File: src/rtl/ibex_bloom_ctrl_if.sv
// Request/result bundle between the ID/EX pipeline and the Bloom-filter sequencer.
//
// Handshake rules:
//   request: an op is accepted on a rising clock edge when req_i & ready_o & !kill_i;
//            op_i/operand_a_i/operand_b_i are sampled on that edge only.
//   result : result_o is meaningful while valid_o is high and stays stable until the
//            result is consumed; valid_o & ack_i on a clock edge consumes it, and
//            kill_i while valid_o is high drops it.
// state_dbg mirrors the sequencer FSM state for checkers and debug.
interface ibex_bloom_ctrl_if;
    logic        req_i;
    logic [1:0]  op_i;
    logic [31:0] operand_a_i;
    logic [31:0] operand_b_i;
    logic        kill_i;
    logic        ack_i;
    logic        ready_o;
    logic        valid_o;
    logic [31:0] result_o;
    logic        busy_o;
    logic [1:0]  state_dbg;

    modport master (
        output req_i, op_i, operand_a_i, operand_b_i, kill_i, ack_i,
        input  ready_o, valid_o, result_o, busy_o, state_dbg
    );

    modport slave (
        input  req_i, op_i, operand_a_i, operand_b_i, kill_i, ack_i,
        output ready_o, valid_o, result_o, busy_o, state_dbg
    );
endinterface

File: src/rtl/ibex_bloom_ctrl.sv
// Multi-cycle sequencer for the EX-stage Bloom-filter unit. Owns the filter bit
// array, walks NumHashes double-hash probes for INSERT/CHECK, clears the array one
// 32-bit word per cycle for CLEAR, and returns a 32-bit result under valid/ack.
// Optional feature macro: IBEX_BLOOM_STATS_EN adds a saturating counter of INSERTs
// that found a new key; COUNT returns it (32'h0 when the macro is undefined).
module ibex_bloom_ctrl #(
    parameter int unsigned NumBits   = 256,
    parameter int unsigned NumHashes = 3
) (
    input  logic              clk_i,
    input  logic              rst_i,
    ibex_bloom_ctrl_if.slave  bus
);

    localparam int unsigned L        = $clog2(NumBits);
    localparam int unsigned NumWords = NumBits / 32;
    localparam int unsigned WW       = (NumWords > 1) ? $clog2(NumWords) : 1;

    typedef enum logic [1:0] {
        IDLE  = 2'd0,
        HASH  = 2'd1,
        CLEAR = 2'd2,
        DONE  = 2'd3
    } state_e;

    typedef enum logic [1:0] {
        OP_INSERT = 2'd0,
        OP_CHECK  = 2'd1,
        OP_CLEAR  = 2'd2,
        OP_COUNT  = 2'd3
    } op_e;

    state_e             state_q, state_d;
    op_e                op_q;
    logic [L-1:0]       idx_q;
    logic [L-1:0]       stride_q;
    logic [3:0]         probe_q;
    logic [WW-1:0]      clr_q;
    logic               hit_q;
    logic [31:0]        result_q;
    logic [NumBits-1:0] bits_q;

    logic               accept;
    logic               probe_bit;
    logic               hit_next;
    logic               last_probe;
    logic               clr_last;
    logic               set_bit;
    logic               load_result;
    logic [31:0]        result_d;
    logic [31:0]        count_val;
    logic               insert_new_done;

    // Only the low L bits of each operand address the array.
    logic unused_operand_bits;
    assign unused_operand_bits = ^{bus.operand_a_i[31:L], bus.operand_b_i[31:L]};

    // FSM state register.
    always_ff @(posedge clk_i) begin
        if (rst_i) begin
            state_q <= IDLE;
        end else begin
            state_q <= state_d;
        end
    end

    // Next-state logic plus the per-cycle control strobes for the datapath.
    always_comb begin
        state_d         = state_q;
        accept          = 1'b0;
        set_bit         = 1'b0;
        load_result     = 1'b0;
        result_d        = result_q;
        insert_new_done = 1'b0;
        probe_bit       = bits_q[idx_q];
        hit_next        = hit_q & probe_bit;
        last_probe      = (probe_q == 4'(NumHashes - 1));
        clr_last        = (clr_q == WW'(NumWords - 1));
        unique case (state_q)
            IDLE: begin
                // kill_i in the same cycle as req_i suppresses the accept.
                if (bus.req_i && !bus.kill_i) begin
                    accept = 1'b1;
                    unique case (op_e'(bus.op_i))
                        OP_INSERT, OP_CHECK: state_d = HASH;
                        OP_CLEAR:            state_d = CLEAR;
                        OP_COUNT: begin
                            state_d     = DONE;
                            load_result = 1'b1;
                            result_d    = count_val;
                        end
                    endcase
                end
            end
            HASH: begin
                if (bus.kill_i) begin
                    state_d = IDLE;
                end else begin
                    set_bit = (op_q == OP_INSERT);
                    if (last_probe || ((op_q == OP_CHECK) && !probe_bit)) begin
                        state_d         = DONE;
                        load_result     = 1'b1;
                        result_d        = {31'd0, hit_next};
                        insert_new_done = (op_q == OP_INSERT) && !hit_next;
                    end
                end
            end
            CLEAR: begin
                // A flush never interrupts a clear: the array must end up empty.
                if (clr_last) begin
                    state_d     = DONE;
                    load_result = 1'b1;
                    result_d    = 32'd0;
                end
            end
            DONE: begin
                if (bus.kill_i || bus.ack_i) begin
                    state_d = IDLE;
                end
            end
        endcase
    end

    // Datapath: operand latch, probe walk, bit array updates and result register.
    always_ff @(posedge clk_i) begin
        if (rst_i) begin
            bits_q   <= '0;
            op_q     <= OP_INSERT;
            idx_q    <= '0;
            stride_q <= '0;
            probe_q  <= '0;
            clr_q    <= '0;
            hit_q    <= 1'b0;
            result_q <= '0;
        end else begin
            if (accept) begin
                op_q     <= op_e'(bus.op_i);
                idx_q    <= bus.operand_a_i[L-1:0];
                stride_q <= bus.operand_b_i[L-1:0];
                probe_q  <= '0;
                clr_q    <= '0;
                hit_q    <= 1'b1;
            end
            if ((state_q == HASH) && !bus.kill_i) begin
                hit_q   <= hit_next;
                idx_q   <= idx_q + stride_q;
                probe_q <= probe_q + 4'd1;
            end
            if (set_bit) begin
                bits_q[idx_q] <= 1'b1;
            end
            if (state_q == CLEAR) begin
                bits_q[{clr_q, 5'd0} +: 32] <= 32'd0;
                clr_q                       <= clr_q + 1'b1;
            end
            if (load_result) begin
                result_q <= result_d;
            end
        end
    end

`ifdef IBEX_BLOOM_STATS_EN
    logic [31:0] stats_q;

    // Saturating count of INSERTs that added a new key; a finished CLEAR empties it.
    always_ff @(posedge clk_i) begin
        if (rst_i) begin
            stats_q <= '0;
        end else if ((state_q == CLEAR) && clr_last) begin
            stats_q <= '0;
        end else if (insert_new_done && (stats_q != 32'hFFFF_FFFF)) begin
            stats_q <= stats_q + 32'd1;
        end
    end

    assign count_val = stats_q;
`else
    logic unused_insert_new_done;
    assign unused_insert_new_done = insert_new_done;
    assign count_val              = 32'd0;
`endif

    assign bus.ready_o   = (state_q == IDLE);
    assign bus.valid_o   = (state_q == DONE);
    assign bus.busy_o    = (state_q != IDLE);
    assign bus.result_o  = result_q;
    assign bus.state_dbg = state_q;

endmodule

File: src/flat_wrapper.sv
// flat-port wrapper written by rule: the top's interface ports become plain ports
module ibex_bloom_ctrl_flat 
#(
    parameter int unsigned NumBits   = 256,
    parameter int unsigned NumHashes = 3
)
  (clk_i, rst_i, bus_req_i, bus_op_i, bus_operand_a_i, bus_operand_b_i, bus_kill_i, bus_ack_i, bus_ready_o, bus_valid_o, bus_result_o, bus_busy_o, bus_state_dbg);
  ibex_bloom_ctrl_if bus_i ();
  input  logic clk_i;
  input  logic rst_i;
  input wire logic [$bits(bus_i.req_i)-1:0] bus_req_i;
  input wire logic [$bits(bus_i.op_i)-1:0] bus_op_i;
  input wire logic [$bits(bus_i.operand_a_i)-1:0] bus_operand_a_i;
  input wire logic [$bits(bus_i.operand_b_i)-1:0] bus_operand_b_i;
  input wire logic [$bits(bus_i.kill_i)-1:0] bus_kill_i;
  input wire logic [$bits(bus_i.ack_i)-1:0] bus_ack_i;
  output wire logic [$bits(bus_i.ready_o)-1:0] bus_ready_o;
  output wire logic [$bits(bus_i.valid_o)-1:0] bus_valid_o;
  output wire logic [$bits(bus_i.result_o)-1:0] bus_result_o;
  output wire logic [$bits(bus_i.busy_o)-1:0] bus_busy_o;
  output wire logic [$bits(bus_i.state_dbg)-1:0] bus_state_dbg;
  assign bus_i.req_i = bus_req_i;
  assign bus_i.op_i = bus_op_i;
  assign bus_i.operand_a_i = bus_operand_a_i;
  assign bus_i.operand_b_i = bus_operand_b_i;
  assign bus_i.kill_i = bus_kill_i;
  assign bus_i.ack_i = bus_ack_i;
  assign bus_ready_o = bus_i.ready_o;
  assign bus_valid_o = bus_i.valid_o;
  assign bus_result_o = bus_i.result_o;
  assign bus_busy_o = bus_i.busy_o;
  assign bus_state_dbg = bus_i.state_dbg;
  ibex_bloom_ctrl #(.NumBits(NumBits), .NumHashes(NumHashes)) u_core (.clk_i(clk_i), .rst_i(rst_i), .bus(bus_i));
endmodule
File: config.mk
export PLATFORM = sky130hd
export DESIGN_NAME = ibex_bloom_ctrl_flat
export DESIGN_NICKNAME = d
export VERILOG_FILES = /design/src/rtl/ibex_bloom_ctrl_if.sv /design/src/rtl/ibex_bloom_ctrl.sv /design/src/flat_wrapper.sv
export SDC_FILE = /design/constraint.sdc
export NUM_CORES = 1
export LEC_CHECK = 0
export CAP_MARGIN = 20
export CORE_ASPECT_RATIO = 1.75
export CORE_MARGIN = 8
export CORE_UTILIZATION = 35
export DETAILED_ROUTE_END_ITERATION = 12
export PLACE_DENSITY_LB_ADDON = 0.08
export SLEW_MARGIN = 40
export SYNTH_ARGS = -nofsm -noshare
export SYNTH_HDL_FRONTEND = slang
export SYNTH_SLANG_ARGS = --single-unit
File: constraint.sdc
create_clock -name clk_i -period 2.3 [get_ports clk_i]
set_input_delay 0.575 -clock clk_i [delete_from_list [all_inputs] [get_ports clk_i]]
set_output_delay 0.575 -clock clk_i [all_outputs]
set_load 0.03 [all_outputs]
# Word-level counts from Yosys, hierarchy flattened
# Cells that the tools add are included.
[totals]
ff_bits = 316
in_bits = 71
out_inout_bits = 37
[classes]
addsub = 4
order_cmp = 2
eq_ne = 16
shifts = 2
muxes = 39
n_bitwise = 2
reduce_logical = 18
[ops]
columns = ["cell", "count"]
rows = [
  ["$mux W256", 3],
  ["$bwmux W256", 1],
  ["$or A256 B256 Y256", 1],
  ["$shift A32 B10 Y256 const A", 1],
  ["$shiftx A32 B10 Y256 const A", 1],
  ["$mux W32", 5],
  ["$pmux W32 S3", 1],
  ["$mux W8", 2],
  ["$mux W1", 13],
  ["$mux W2", 5],
  ["$ne A2 B1 Y1 const B", 5],
  ["$neg A8 Y10", 1],
  ["$lt A8 B9 Y1 const B", 1],
  ["$add A8 B8 Y8", 1],
  ["$bmux W1 S8", 1],
  ["$demux W1 S8", 1],
  ["$eq A2 B2 Y1 const B", 4],
  ["$ge A8 B1 Y1 const B", 1],
  ["$mux W4", 2],
  ["$pmux W2 S4", 1],
  ["$reduce_and A7 Y1", 1],
  ["$eq A2 B1 Y1 const B", 3],
  ["$logic_not A2 Y1", 3],
  ["$mux W3", 2],
  ["16 further kinds", 23],
]

# Depth between registers and ports, before layout
[logic_depth]
ltp_word = 9
mapped_depth = 13
depth_no_buf = 10

# Least setup slack after synthesis
# Ideal clock, no wire load.
[synth_path]
path_kind = "flip-flop to flip-flop"
startpoint = "register u_core.idx_q[1]"
endpoint = "register u_core.idx_q[6]"
arrival_time_ps = 2341
t_required_ps = 2214
path_slack_ps = -127
path_stages_with_launch = 14
period_less_slack_ps = 2427
path_cell_list = "dfxtp_1 > buf_4 > buf_4 > buf_2 > buf_4 > inv_1 > fa_1 > inv_1 > a21oi_1 > o21bai_1 > a21o_1 > a21oi_1 > xor2_1 > a211oi_1"
[synth_via]
elab_chain_cells = 2
[synth_lines]
columns = ["element", "line_no", "source"]
rows = [
  ["start, declared", "ibex_bloom_ctrl.sv:35", "logic [L-1:0] idx_q;"],
  ["start signal, assigned", "ibex_bloom_ctrl.sv:138", "idx_q <= bus.operand_a_i[L-1:0];"],
  ["start signal, assigned", "ibex_bloom_ctrl.sv:146", "idx_q <= idx_q + stride_q;"],
  ["$add A8 B8 Y8", "ibex_bloom_ctrl.sv:146", ""],
  ["$mux W8", "ibex_bloom_ctrl.sv:144", "if ((state_q == HASH) && !bus.kill_i) begin"],
]
# No other way between the ends.
# A chain may end at the register's enable or synchronous reset.

# Worst setup path in the final report
[layout_path]
startpoint = "register u_core.idx_q[0]"
endpoint = "register u_core.hit_q"
[layout_via]
elab_chain_cells = 4
[layout_lines]
columns = ["element", "line_no", "source"]
rows = [
  ["$bmux W1 S8", "ibex_bloom_ctrl.sv:75", "probe_bit = bits_q[idx_q];"],
  ["$mux W1 (not written as such)", "ibex_bloom_ctrl.sv:75", ""],
  ["$and A1 B1 Y1", "ibex_bloom_ctrl.sv:76", "hit_next = hit_q & probe_bit;"],
  ["$mux W1", "ibex_bloom_ctrl.sv:144", ""],
  ["end signal, assigned", "ibex_bloom_ctrl.sv:145", "hit_q <= hit_next;"],
  ["end, declared", "ibex_bloom_ctrl.sv:39", "logic hit_q;"],
]
# No other way between the ends. The select of a mux whose other input is x is not followed.

==> reports/metrics.csv <==
stage;metric;value;unit
outcome;outcome;finished with violations;
outcome;failing checks;setup timing;
place;placed inst area;0.0140;sq mm
place;pre-CTS setup slack;-486;ps
routing;WL met2;22.1;mm
timing;Fin Setup TNS;-442;ps
synth;cells after synthesis;1343;
synth;synthesis-stage register bit count;285;
power_and_ir_drop;P_leak;0.00576;uW
power_and_ir_drop;Max VDD drop;0.000549;V
critical_path;Req. time, crit path;2730;ps
synth;most common cell in the netlist;nor2_1;
power_and_ir_drop;NetSw;2750;uW
layout;# diodes;0;
routing;DRC violations left;0;
global_routing;largest net degree at the start of global routing;37;
critical_path;arrival time at the worst endpoint;2880;ps
critical_path;Buffers & Inverters on Critical Path;2;
power_and_ir_drop;Comb power frac;11.5;%
synth;ys async rst share;0;%
timing;fin crit share;106;%
die;Core ar.;0.0345;sq mm
global_routing;total track usage;19.9;%
cts;Clk pin slew, worst setup/hold paths;70;ps
routing;wire length on met1;15.8;mm
synth;Post-Syn Area;0.0122;sq mm
timing;RSZ-0062 raised after global routing;yes;
place;PortBufs;28;
critical_path;CP Launch Type;register;
layout;Fillers;3407;
timing;normalized max-slew margin;48.2;%
timing;worst-margin pin slew;775;ps
timing;final hold viol count;0;
routing;via count;9999;
timing;Worst Clk Skew;19.7;ps
die;Die W;157;microns
synth;YS warnings;0;
synth;Yosys top cell by area;dfxtp_1;
worst_hold_path;Hold/Removal Path Class;reg2reg;
routing;1st-pass router iterations;5;
synth;sequential area share after synthesis;46.6;%
layout;Design Area, Final;0.0153;sq mm
synth;share of the synthesized area in the top cell type;46.6;%
die;site row count;90;
global_routing;first-pass GRT wire length;62.2;mm
timing;Max Freq;0.409;GHz
place;Post-DP HPWL;28.5;mm
layout;share of layout cells above drive strength 1;21.9;%
layout;Post-Layout Cell Count;1929;
cts;clk buf depth;3;
power_and_ir_drop;switching share of power;25.3;%
routing;final WL;41.1;mm
cts;H-tree depth;1;
critical_path;critical path fanouts, max;5;
cts;CTS tree;yes;
critical_path;slowest stage cell, crit path;mux4_2;
critical_path;worst setup path class;reg2reg;
power_and_ir_drop;power density cells;710;mW/mm^2
critical_path;CP max stage delay;510;ps
power_and_ir_drop;Reg power frac;46.1;%
routing;routed len/inst;21.3;microns
power_and_ir_drop;clock power share;42.4;%
routing;met3 WL;1.72;mm
cts;Clk Latency, worst-skew pair;560;ps
place;DP Cell Count;1869;
synth;Commonest cells post-synth;nor2_1, dfxtp_1, a21oi_1;
timing;fin crit period;2450;ps
die;IO Count;108;
global_routing;initial antenna violation count;0;
place;routability cong.;0.801;
timing;# setup viols final;4;
synth;synth top area cells;dfxtp_1, a21oi_1, nor2_1, mux4_2, mux2i_1;
timing;Slew Viols, Final;0;
cts;Sink Count;285;
layout;area growth from synthesis to layout;24.9;%
die;die span in y;263;microns
layout;fin nets;1535;
synth;synthesized area per cell;9.11;sq um
synth;Most used DFF post-synth;dfxtp_1;
critical_path;Setup crit end kind;register;
routing;ANT nets after route;0;
critical_path;delay-heaviest family, CP;compound AO/OA/AOI/OAI gates;
cts;total clock buffers created by CTS;27;
synth;Post-synth EDFFs;0;
die;die footprint;0.0414;sq mm
power_and_ir_drop;Int Pwr;8100;uW
routing;Top Metal Used;met4;
power_and_ir_drop;Power Total;10800;uW
synth;synth unique cells;63;
cts;Root Buffer;clkbuf_16;
run;Max Cap Viol;0;
critical_path;crit-path cells;buf_6, mux4_2, nor2b_1, a211oi_1, buf_4, nor4_2, a311oi_2, a32o_2, a211oi_2;
routing;mean number of vias per cell;5.18;
routing;detailed router's first-iteration violation count;563;
die;effective utilization at floorplan;35.5;%
global_routing;number of global-route vias before repair;10100;
critical_path;worst reg2reg setup slack;-150;ps
global_routing;grt ovf;0;
timing;final worst setup slack;-146;ps
metrics by stage:
stage	hold WS, ps	util (%)
5_1_grt	484	44.3
4_1_cts	464	44.3
3_5_place_dp	451	40.6
2_1_floorplan	431	-
6_report	461	44.3
3_3_place_gp	442	40.6
worst paths after layout:
check | startpoint | endpoint | cells after the start
max | u_core.idx_q[0] | u_core.hit_q | 9
min | u_core.bits_q[134] | u_core.bits_q[134] | 2
max reg2reg | u_core.idx_q[0] | u_core.hit_q | 9
min reg2reg | u_core.bits_q[134] | u_core.bits_q[134] | 2
registers in the layout, indices dropped and copies added, names as in the netlist:
name and flops:
u_core.clr_q 3, u_core.idx_q 8, u_core.bus.state_dbg 2, u_core.probe_q 4
u_core.stride_q 8, u_core.op_q 2, u_core.bits_q 256, u_core.hit_q 1
u_core.bus.result_o 1
metal layers:
layer	vias up	GRT usage (%)
met5	-	0
met4	0	8.14
met3	69	2.08
met2	268	36.9
met1	4819	22.4
li1	4843	-
layout make-up:
cell class,instances,area (sq um),area share (%)
clock buffer,38,798,5.22
clock inverter,10,106,0.696
inverter,12,45.0,0.295
multi-input combinational,946,6080,39.8
sequential,285,5710,37.4
tap,460,576,3.77
timing repair buffer,178,1960,12.8
power by group through the flow:
stage	Clock (uW)	Combinational (uW)	Sequential, uW
after detailed placement	0	1170	5120
after global placement	0	1170	5120
final	4600	1250	5000
after floorplan	0	686	5100
after CTS	4740	1250	5000
after global routing	4950	1330	5000
timing repair:
item                                    CTS  global route
gates resized for setup                  40            14
cloned                                    3             0
pin swaps                                22            14
buffers inserted                         11             0
hold buffers                              0             0
endpoints found under the setup margin    9            65
layout by cell type (no fill, tap or decap), types with 4 or more instances in the layout:
cell | netlist | routed
nor2b_1 | 8 | 8
a31oi_1 | 17 | 15
buf_4 | 43 | 104
nand2_1 | 50 | 50
inv_1 | 12 | 10
nor3_2 | 3 | 7
buf_12 | 0 | 39
clkbuf_8 | 0 | 6
nor3_1 | 21 | 15
clkbuf_1 | 46 | 4
o21ai_0 | 5 | 4
buf_6 | 10 | 5
nand3_1 | 14 | 14
nor2_2 | 9 | 14
clkbuf_16 | 0 | 28
nor2_1 | 304 | 299
a21oi_1 | 262 | 257
xnor2_1 | 4 | 4
mux2i_1 | 34 | 34
a22oi_2 | 0 | 6
a21oi_2 | 10 | 15
ha_1 | 13 | 12
a21o_1 | 7 | 7
nand2b_1 | 14 | 13
mux4_2 | 48 | 48
dlygate4sd2_1 | 0 | 4
a22oi_1 | 20 | 14
clkinv_2 | 0 | 6
nor3_4 | 7 | 9
dfxtp_1 | 285 | 283
conb_1 | 1 | 31
clkdlybuf4s50_1 | 0 | 23
kinds of logic after synthesis:
| logic type | share of synthesized area (%) |
|---|---|
| AO/OA/AOI/OAI | 16.9 |
| multiplexers | 11.6 |
| other | 0.0306 |
| flip-flops | 46.6 |
| buffers and inverters | 6.51 |
| adder cells (fa/ha/maj) | 1.49 |
| XOR/XNOR | 0.429 |
| AND/OR/NAND/NOR | 16.4 |
worst min-delay path, delay by kind of cell (launching register included):
family,cells,cell delay [ps]
AND/OR/NAND/NOR,1,70
AO/OA/AOI/OAI,1,40
flip-flops,1,320
Note: power is estimated with default switching activity, not from simulation.
